<file path="src/rtl/rv_fetch_pkg.sv">
// Shared fetch-path types and helpers for the RV instruction realignment logic.
// A halfword whose low two bits are not 2'b11 starts a 16-bit RVC parcel.
package rv_fetch_pkg;

  localparam int ILEN = 32;
  localparam logic [1:0] RVC_QUAD_FULL = 2'b11;

  typedef logic [15:0] halfword_t;

  typedef enum logic [1:0] {
    ST_EMPTY,
    ST_PARTIAL,
    ST_READY
  } align_state_e;

  function automatic logic is_compr(input halfword_t hw);
    return hw[1:0] != RVC_QUAD_FULL;
  endfunction

endpackage

</file>
<file path="src/rtl/hw_ring_buf.sv">
// Circular halfword buffer: multi-halfword write with a low-lane drop offset,
// two-halfword peek at the head, and pop of one or two halfwords.
module hw_ring_buf
  import rv_fetch_pkg::*;
#(
  parameter int HPF      = 2,
  parameter int DEPTH_HW = 8,
  localparam int AW      = $clog2(DEPTH_HW),
  localparam int CW      = AW + 1,
  localparam int DROP_W  = (HPF > 1) ? $clog2(HPF) : 1
) (
  input  logic              clk,
  input  logic              rst,
  input  logic              clr,
  input  logic              wr_en,
  input  logic [HPF*16-1:0] wr_data,
  input  logic [DROP_W-1:0] wr_drop,
  input  logic              rd_en,
  input  logic              rd_two,
  output halfword_t         peek0,
  output halfword_t         peek1,
  output logic [CW-1:0]     count
);

  halfword_t mem [DEPTH_HW];
  logic [AW-1:0] head;
  logic [AW-1:0] tail;
  logic [AW-1:0] wr_idx [HPF];
  logic [HPF-1:0] wr_lane;
  logic [CW-1:0] push_n;
  logic [CW-1:0] pop_n;

  // Lane i of the fetch word lands at tail + (i - drop); dropped lanes are skipped.
  always_comb begin
    wr_lane = '0;
    for (int i = 0; i < HPF; i++) begin
      wr_idx[i]  = tail + AW'(i) - AW'(wr_drop);
      wr_lane[i] = wr_en && (i >= int'(wr_drop));
    end
    push_n = wr_en ? (CW'(HPF) - CW'(wr_drop)) : '0;
    pop_n  = rd_en ? (rd_two ? CW'(2) : CW'(1)) : '0;
  end

  assign peek0 = mem[head];
  assign peek1 = mem[head + AW'(1)];

  always_ff @(posedge clk or posedge rst) begin
    if (rst) begin
      head  <= '0;
      tail  <= '0;
      count <= '0;
    end else if (clr) begin
      head  <= '0;
      tail  <= '0;
      count <= '0;
    end else begin
      head  <= head + AW'(pop_n);
      tail  <= tail + AW'(push_n);
      count <= count + push_n - pop_n;
    end
  end

  // Storage carries no reset; consumers only look at it when count says it is valid.
  always_ff @(posedge clk) begin
    for (int i = 0; i < HPF; i++) begin
      if (wr_lane[i]) mem[wr_idx[i]] <= wr_data[16*i +: 16];
    end
  end

endmodule

</file>
<file path="src/rtl/instr_realign_buf.sv">
// Realigns fetch words into one RVC parcel or 32-bit instruction per handshake,
// tracking the instruction PC and honouring redirect flushes.
//   state      | meaning
//   ST_EMPTY   | no halfwords buffered
//   ST_PARTIAL | one halfword buffered, it starts a 32-bit instruction
//   ST_READY   | a complete instruction sits at the head
module instr_realign_buf
  import rv_fetch_pkg::*;
#(
  parameter int              FETCH_W  = 32,
  parameter int              DEPTH_HW = 8,
  parameter int              PC_W     = 32,
  parameter logic [PC_W-1:0] RESET_PC = '0
) (
  input  logic               clk,
  input  logic               rst,
  input  logic               fetch_valid,
  output logic               fetch_ready,
  input  logic [FETCH_W-1:0] fetch_data,
  input  logic               flush,
  input  logic [PC_W-1:0]    flush_pc,
  output logic               out_valid,
  input  logic               out_ready,
  output logic [ILEN-1:0]    out_instr,
  output logic               out_compr,
  output logic [PC_W-1:0]    out_pc
);

  localparam int HPF    = FETCH_W / 16;
  localparam int AW     = $clog2(DEPTH_HW);
  localparam int CW     = AW + 1;
  localparam int DROP_W = (HPF > 1) ? $clog2(HPF) : 1;

  halfword_t       h0;
  halfword_t       h1;
  logic [CW-1:0]   count;
  logic [DROP_W-1:0] drop;
  logic [PC_W-1:0] pc;
  logic [PC_W-1:0] flush_target;
  logic            compr;
  logic            push;
  logic            pop;
  align_state_e    state;

  hw_ring_buf #(
    .HPF      (HPF),
    .DEPTH_HW (DEPTH_HW)
  ) u_ring (
    .clk     (clk),
    .rst     (rst),
    .clr     (flush),
    .wr_en   (push),
    .wr_data (fetch_data),
    .wr_drop (drop),
    .rd_en   (pop),
    .rd_two  (!compr),
    .peek0   (h0),
    .peek1   (h1),
    .count   (count)
  );

  assign flush_target = flush_pc & ~PC_W'(1);
  assign compr        = is_compr(h0);

  always_comb begin
    state = ST_READY;
    if (count == '0) begin
      state = ST_EMPTY;
    end else if (count == CW'(1) && !compr) begin
      state = ST_PARTIAL;
    end
  end

  // Space check uses only the registered count; a same-cycle pop does not help.
  assign fetch_ready = (CW'(DEPTH_HW) - count) >= CW'(HPF);
  assign push        = fetch_valid && fetch_ready && !flush;
  assign out_valid   = (state == ST_READY);
  assign pop         = out_valid && out_ready && !flush;

  assign out_compr = out_valid && compr;
  assign out_instr = !out_valid ? '0 :
                     compr      ? {{(ILEN-16){1'b0}}, h0} : {h1, h0};
  assign out_pc    = pc;

  // The redirect target's offset within the fetch word becomes the lane drop count.
  always_ff @(posedge clk or posedge rst) begin
    if (rst) begin
      pc   <= RESET_PC;
      drop <= '0;
    end else if (flush) begin
      pc   <= flush_target;
      drop <= flush_target[DROP_W:1];
    end else begin
      if (pop)  pc   <= pc + (compr ? PC_W'(2) : PC_W'(4));
      if (push) drop <= '0;
    end
  end

endmodule

</file>
<file path="config.mk">
export PLATFORM = sky130hd
export DESIGN_NAME = instr_realign_buf
export DESIGN_NICKNAME = d
export VERILOG_FILES = /design/src/rtl/rv_fetch_pkg.sv /design/src/rtl/hw_ring_buf.sv /design/src/rtl/instr_realign_buf.sv
export SDC_FILE = /design/constraint.sdc
export NUM_CORES = 1
export LEC_CHECK = 0
export BUFFER_PORTS_ARGS = -buffer_cell sky130_fd_sc_hd__buf_2
export CORE_ASPECT_RATIO = 0.75
export CORE_UTILIZATION = 50
export DETAILED_ROUTE_END_ITERATION = 10
export PLACE_DENSITY = 0.71
export SKIP_LAST_GASP = 1
export SLEW_MARGIN = 25
export SYNTH_ARGS = -nofsm -noshare
export SYNTH_HDL_FRONTEND = slang
export SYNTH_HIERARCHICAL = 1
export SYNTH_SLANG_ARGS = --single-unit
</file>
<file path="constraint.sdc">
create_clock -name clk -period 5.9 [get_ports clk]
set_input_delay 0.295 -clock clk [delete_from_list [all_inputs] [get_ports clk]]
set_output_delay 0.295 -clock clk [all_outputs]
set_load 0.005 [all_outputs]
</file>
==> qor.txt, run 1 <==
Worst path slowest cell: ha_1
Slew Viols, Final: 0
Max_cap viols: 0
Critical path's top delay family: buffers and inverters
Final ANT Viol Nets: 0
Initial DRC count: 520
Worst Tran Pin Value: 1081 ps
Buffer and inverter count on the worst path: 3
Final hold violations: 0
Final Hold Slack: 82.35 ps
Largest net degree at the start of global routing: 48
Final setup vio count: 0
Critical path launch point type: flip-flop
Die Y: 127.2 microns
Share of layout cells above drive strength 1: 0.5091
IO Pins: 136
TNS Setup: 0 ps
Initial antenna violation count: 0
Hold path startpoint: flush_pc[18]
Cell Pwr Density: 339.1 nW/um^2
Worst path depth: 7
Netlist cell types: 57
FFs w/ async S/R, synth: 0.2471
Post-DP HPWL: 16590 microns
Synth Net Count: 823
CP max FO: 44
R2R depth: 14
Hold depth: 3
RSZ-0062 raised after global routing: no
Leak Pwr: 4.414 nW
Post-synth EDFFs: 128
Diode count: 0
TritonCTS clock tree: yes
Post-Syn Area per Cell: 14.24 sq um
CP max stage delay: 800 ps
Die X: 168.9 microns
Routed WL: 26110 microns
Min Tclk post-route: 4213 ps
Worst setup slack after layout: 1687 ps
All-Layer GR Usage: 0.2497
Origin of the critical flop-to-flop path: u_ring/head[1]$_DFF_PP0_
WHS Endpoint: out_pc[18]$_DFFE_PP0P_
DR vias/cell: 6.046
RD Place Congestion: 0.8044
Final period utilization: 0.7140
Mapped cell area: 10450 sq um
Row count: 45
CTS H-Tree Depth: 4
Global-route wire length before repair: 40050 microns
Outcome: finished clean
Synth warnings: 6
Kind of critical path: reg2out
Seq/Total Area, Yosys: 0.4683
Total CTS buffers: 17
Clk slew on worst S/H paths: 70 ps
Critical path arrival: 3920 ps
Reg-to-Reg End: u_ring/count[3]$_DFF_PP0_
Post-Route Skew: 9.882 ps
Clk_lat worst skew: 430 ps
DR WL/cell: 22.47 microns
# DRC: 0
Worst path required time: 5610 ps
DR pass1 iterations: 5
Synth Register Bits: 170
Setup crit end kind: primary output
Worst-path cell chain: buf_4, ha_1, buf_4, mux4_2, mux2_2, and2_1, buf_2
Gate Count Post-Synth: 734
Initial core utilization: 0.5128
Die area: 21490 sq um
Area Growth Syn to Fin: 15.49%
Most used DFF post-synth: edfxtp_1
Worst slack, placed: 1801 ps
Slack of the worst reg-to-reg path: 1820 ps
Min-Delay Path Class: in2reg
CTS sink cnt: 170
Fill count: 1653
Maximum clock insertion buffer count: 2
Clk Tree Root Cell: clkbuf_16
Max Freq: 0.2374 GHz
Port bufs: 133
Peak VDD IR: 0.1804 mV
Vias in the first global route: 6910
Rel. slew slack: 0.2773
Most frequent CP cell: buf_4
Vias: 7026
Final nets: 956
CTS resizes: 0
Total gr overflow: 0
Core area: 20380 sq um
## layer usage
metal	GRT usage	vias to the layer above	wire length, microns
li1	-	3094	-
met1	0.3562	3608	11500
met2	0.3984	289	12370
met3	0.04585	35	1890
met4	0.05989	0	339
met5	0	-	0
## synthesized netlist by cell type, types with 7 or more instances
master,n,area share
nand2_1,33,0.012
inv_1,25,0.0090
xor2_1,17,0.014
o21ai_0,23,0.011
xnor2_1,14,0.012
and2_1,21,0.013
nor2_1,20,0.0072
dfrtp_1,42,0.10
mux2_2,167,0.18
ha_1,16,0.019
buf_2,18,0.0086
mux4_2,64,0.14
edfxtp_1,128,0.37
nor2b_1,22,0.013
nand3_1,12,0.0057
a31oi_1,7,0.0042
clkbuf_1,13,0.0047
nand4_1,14,0.0084
## layout by cell type, fill, tap and decap left out, drive strengths merged, types with 3 or more instances in the layout
cell / instances
buf: 152
nand4: 18
o31ai: 3
fa: 4
xor2: 18
nor2b: 22
and3: 5
ha: 16
or2: 3
clkinv: 3
and4: 4
o21ai: 24
mux4: 64
nor3: 7
nor2: 22
mux2: 167
mux2i: 3
nand3: 12
nand2: 34
inv: 30
xnor2: 15
or3: 5
clkbuf: 23
dfrtp: 42
a31oi: 7
edfxtp: 128
a21oi: 3
and2: 21
o21bai: 3
## final cells by class
type / instances / area [sq um] / area share
Inverter: 25 / 93.84 / 0.007774
Tap cell: 282 / 352.8 / 0.02923
Clock buffer: 23 / 519.2 / 0.04302
Clock inverter: 9 / 78.83 / 0.006531
Timing Repair Buffer: 153 / 825.8 / 0.06842
Sequential cell: 170 / 4900 / 0.4059
Multi-Input combinational cell: 500 / 5300 / 0.4391
## cells by family (layout without fill, tap and decap cells)
kind of cell / count (synthesis) / in the layout / share of synthesized area
other: 1 / 1 / 0.0003588
AO/OA/AOI/OAI: 50 / 50 / 0.03340
multiplexers: 234 / 234 / 0.3207
XOR/XNOR: 33 / 33 / 0.03017
adder cells (fa/ha/maj): 20 / 20 / 0.02682
buffers and inverters: 64 / 210 / 0.02873
flip-flops: 170 / 170 / 0.4683
AND/OR/NAND/NOR: 162 / 162 / 0.09146
## registers in the layout, indices dropped and copies added, names as in the netlist
| signal | count |
|---|---|
| u_ring/mem | 128 |
| out_pc | 31 |
| u_ring/count | 4 |
| u_ring/head | 3 |
| u_ring/tail | 3 |
| drop | 1 |
## where the power goes
part	leakage (nW)	switching (mW)	internal, mW	total, mW
clock	0.305	0.478	0.667	1.15
sequential	1.67	0.111	1.43	1.54
combinational	2.44	0.721	0.689	1.41
total	4.41	1.31	2.78	4.09
## tightest hold or removal path: cells and delay by family
family,cells,cell delay [ps]
AO/OA/AOI/OAI,1,60
buffers and inverters,1,80
AND/OR/NAND/NOR,1,40
## metrics by stage
step | cell area (sq um) | power, mW | std cells | util
3_3_place_gp | 11440 | 2.947 | 1128 | 0.5613
3_5_place_dp | 11460 | 2.974 | 1129 | 0.5624
4_1_cts | 12070 | 4.119 | 1162 | 0.5922
2_1_floorplan | 10450 | 2.490 | 734 | -
5_1_grt | 12070 | 4.286 | 1162 | 0.5922
6_report | 12070 | 4.093 | 1162 | 0.5922
## worst max path at each step
| stage | startpoint | end | slack, ps |
|---|---|---|---|
| floorplan | u_ring/head[1]$_DFF_PP0_ | u_ring/count[3]$_DFF_PP0_ | 1650 |
| global placement | u_ring/head[1]$_DFF_PP0_ | u_ring/count[3]$_DFF_PP0_ | 1890 |
| detailed placement | u_ring/head[1]$_DFF_PP0_ | u_ring/count[3]$_DFF_PP0_ | 1800 |
| CTS | u_ring/head[0]$_DFF_PP0_ | out_instr[20] | 1650 |
| global route | u_ring/head[0]$_DFF_PP0_ | out_instr[21] | 1460 |
| finish | u_ring/head[0]$_DFF_PP0_ | out_instr[20] | 1690 |
## repair_timing
item | CTS | global route
endpoints found under the hold margin | 12 | 0
setup buffers | 0 | 0
hold buffers | 1 | 0
Note: power is estimated with default switching activity, not from simulation.
==> run 2, diff against run 1 <==
- clock period: 5.9 -> 4.2 ns (I/O delays scaled with it)
==> qor.txt, run 2 (synthesis results as in run 1) <==
Worst Tran Pin Value: 733.8 ps
TritonCTS clock tree: yes
CP max FO: 46
R2R depth: 13
TNS Setup: 0 ps
Die X: 168.9 microns
Port bufs: 133
Outcome: finished clean
Total power: 5.679 mW
DR WL/cell: 21.50 microns
Clk slew on worst S/H paths: 70 ps
Worst setup slack after layout: 379.7 ps
Setup crit end kind: primary output
Critical path launch point type: flip-flop
Total CTS buffers: 17
Maximum clock insertion buffer count: 2
Routed WL: 25560 microns
Final Hold Slack: 17.84 ps
DR pass1 iterations: 5
Rel. slew slack: 0.5108
# DRC: 0
Post-Route Skew: 8.748 ps
Clk_lat worst skew: 440 ps
Diode count: 0
Cell Pwr Density: 462.3 nW/um^2
Max Freq: 0.2618 GHz
Origin of the critical flop-to-flop path: u_ring/head[0]$_DFF_PP0_
Die area: 21490 sq um
Area Growth Syn to Fin: 17.54%
Initial core utilization: 0.5128
Global-route wire length before repair: 39800 microns
RSZ-0062 raised after global routing: no
Cts hold-fix bufs: 20
Min-Delay Path Class: in2reg
Hold depth: 3
Fill count: 1648
Worst slack, placed: 554.9 ps
Vias in the first global route: 6790
Final hold violations: 0
Largest net degree at the start of global routing: 47
Initial DRC count: 544
Post-CTS Setup Inserts: 0
Vias: 7007
DR vias/cell: 5.893
Kind of critical path: reg2out
Slew Viols, Final: 0
Final period utilization: 0.9096
Clk Tree Root Cell: clkbuf_16
Slack of the worst reg-to-reg path: 560 ps
Final setup vio count: 0
Share of layout cells above drive strength 1: 0.5028
Die Y: 127.2 microns
Core area: 20380 sq um
Leak Pwr: 4.497 nW
IO Pins: 136
CTS resizes: 0
CTS H-Tree Depth: 4
Reg-to-Reg End: u_ring/count[3]$_DFF_PP0_
Min Tclk post-route: 3820 ps
RD Place Congestion: 0.7965
CTS sink cnt: 170
Peak VDD IR: 0.2937 mV
Most frequent cells in the layout: 167 x mux2_2, 133 x buf_2, 128 x edfxtp_1, 64 x mux4_2, 40 x dfrtp_1
Worst path required time: 3990 ps
Commonest non-fill, non-tap cell in the layout: mux2_2
Max_cap viols: 0
Critical path arrival: 3610 ps
Post-DP HPWL: 16490 microns
WHS Endpoint: out_pc[4]$_DFFE_PP0P_
Hold path startpoint: flush_pc[4]
Final ANT Viol Nets: 0
All-Layer GR Usage: 0.2512
Max FFs per register: 128
Initial antenna violation count: 0
Final nets: 983
Total gr overflow: 0
Row count: 45
-- run 2: cell types whose count changed in the layout (fill, tap and decap cells not counted), moves of 4 or more --
cell / delta
buf_4: +8
clkinv_4: +5
dlygate4sd3_1: +19
inv_4: -4
-- run 2: layout make-up --
type                       count  area [sq um]  area share
tap                          282         352.8     0.02872
sequential                   170          4900      0.3989
timing repair buffer         180          1081     0.08800
multi-input combinational    500          5294      0.4309
inverter                      25         93.84    0.007639
clock inverter                15         137.6     0.01120
clock buffer                  17         425.4     0.03463
-- run 2: metrics by stage --
step / cell area [sq um] / instances / util
global placement: 11520 / 1137 / 0.5653
CTS: 12280 / 1189 / 0.6027
finish: 12280 / 1189 / 0.6027
floorplan: 10460 / 734 / -
global route: 12280 / 1189 / 0.6027
detailed placement: 11520 / 1137 / 0.5653
-- run 2: worst max path at each step --
stage	end	from	slack, ps
floorplan	u_ring/count[3]$_DFF_PP0_	u_ring/head[0]$_DFF_PP0_	40
global placement	u_ring/count[3]$_DFF_PP0_	u_ring/head[1]$_DFF_PP0_	590
detailed placement	u_ring/count[3]$_DFF_PP0_	u_ring/head[0]$_DFF_PP0_	550
CTS	out_instr[31]	u_ring/head[0]$_DFF_PP0_	330
global route	out_instr[20]	u_ring/head[0]$_DFF_PP0_	160
finish	out_instr[31]	u_ring/head[0]$_DFF_PP0_	380
-- run 2: power by group --
part / internal [mW] / switching (mW) / leakage, nW
Sequential: 2.00 / 0.144 / 1.67
Combinational: 0.994 / 1.03 / 2.56
Clock: 0.779 / 0.728 / 0.268
Total: 3.78 / 1.90 / 4.50
-- run 2: layer usage --
metal / up-vias / track usage / routed length, microns
met1: 3540 / 0.3668 / 11740
met4: 0 / 0.06791 / 315
met5: - / 0 / 0
met2: 272 / 0.3838 / 11660
li1: 3166 / - / -
met3: 29 / 0.05050 / 1853
-- run 2: critical path, stage by stage (launching register included) --
cell and delay, ps:
dfrtp_4 650, buf_4 660, ha_1 430, buf_4 470, mux4_2 370, mux2_2 280, and2_1 160, buf_2 130
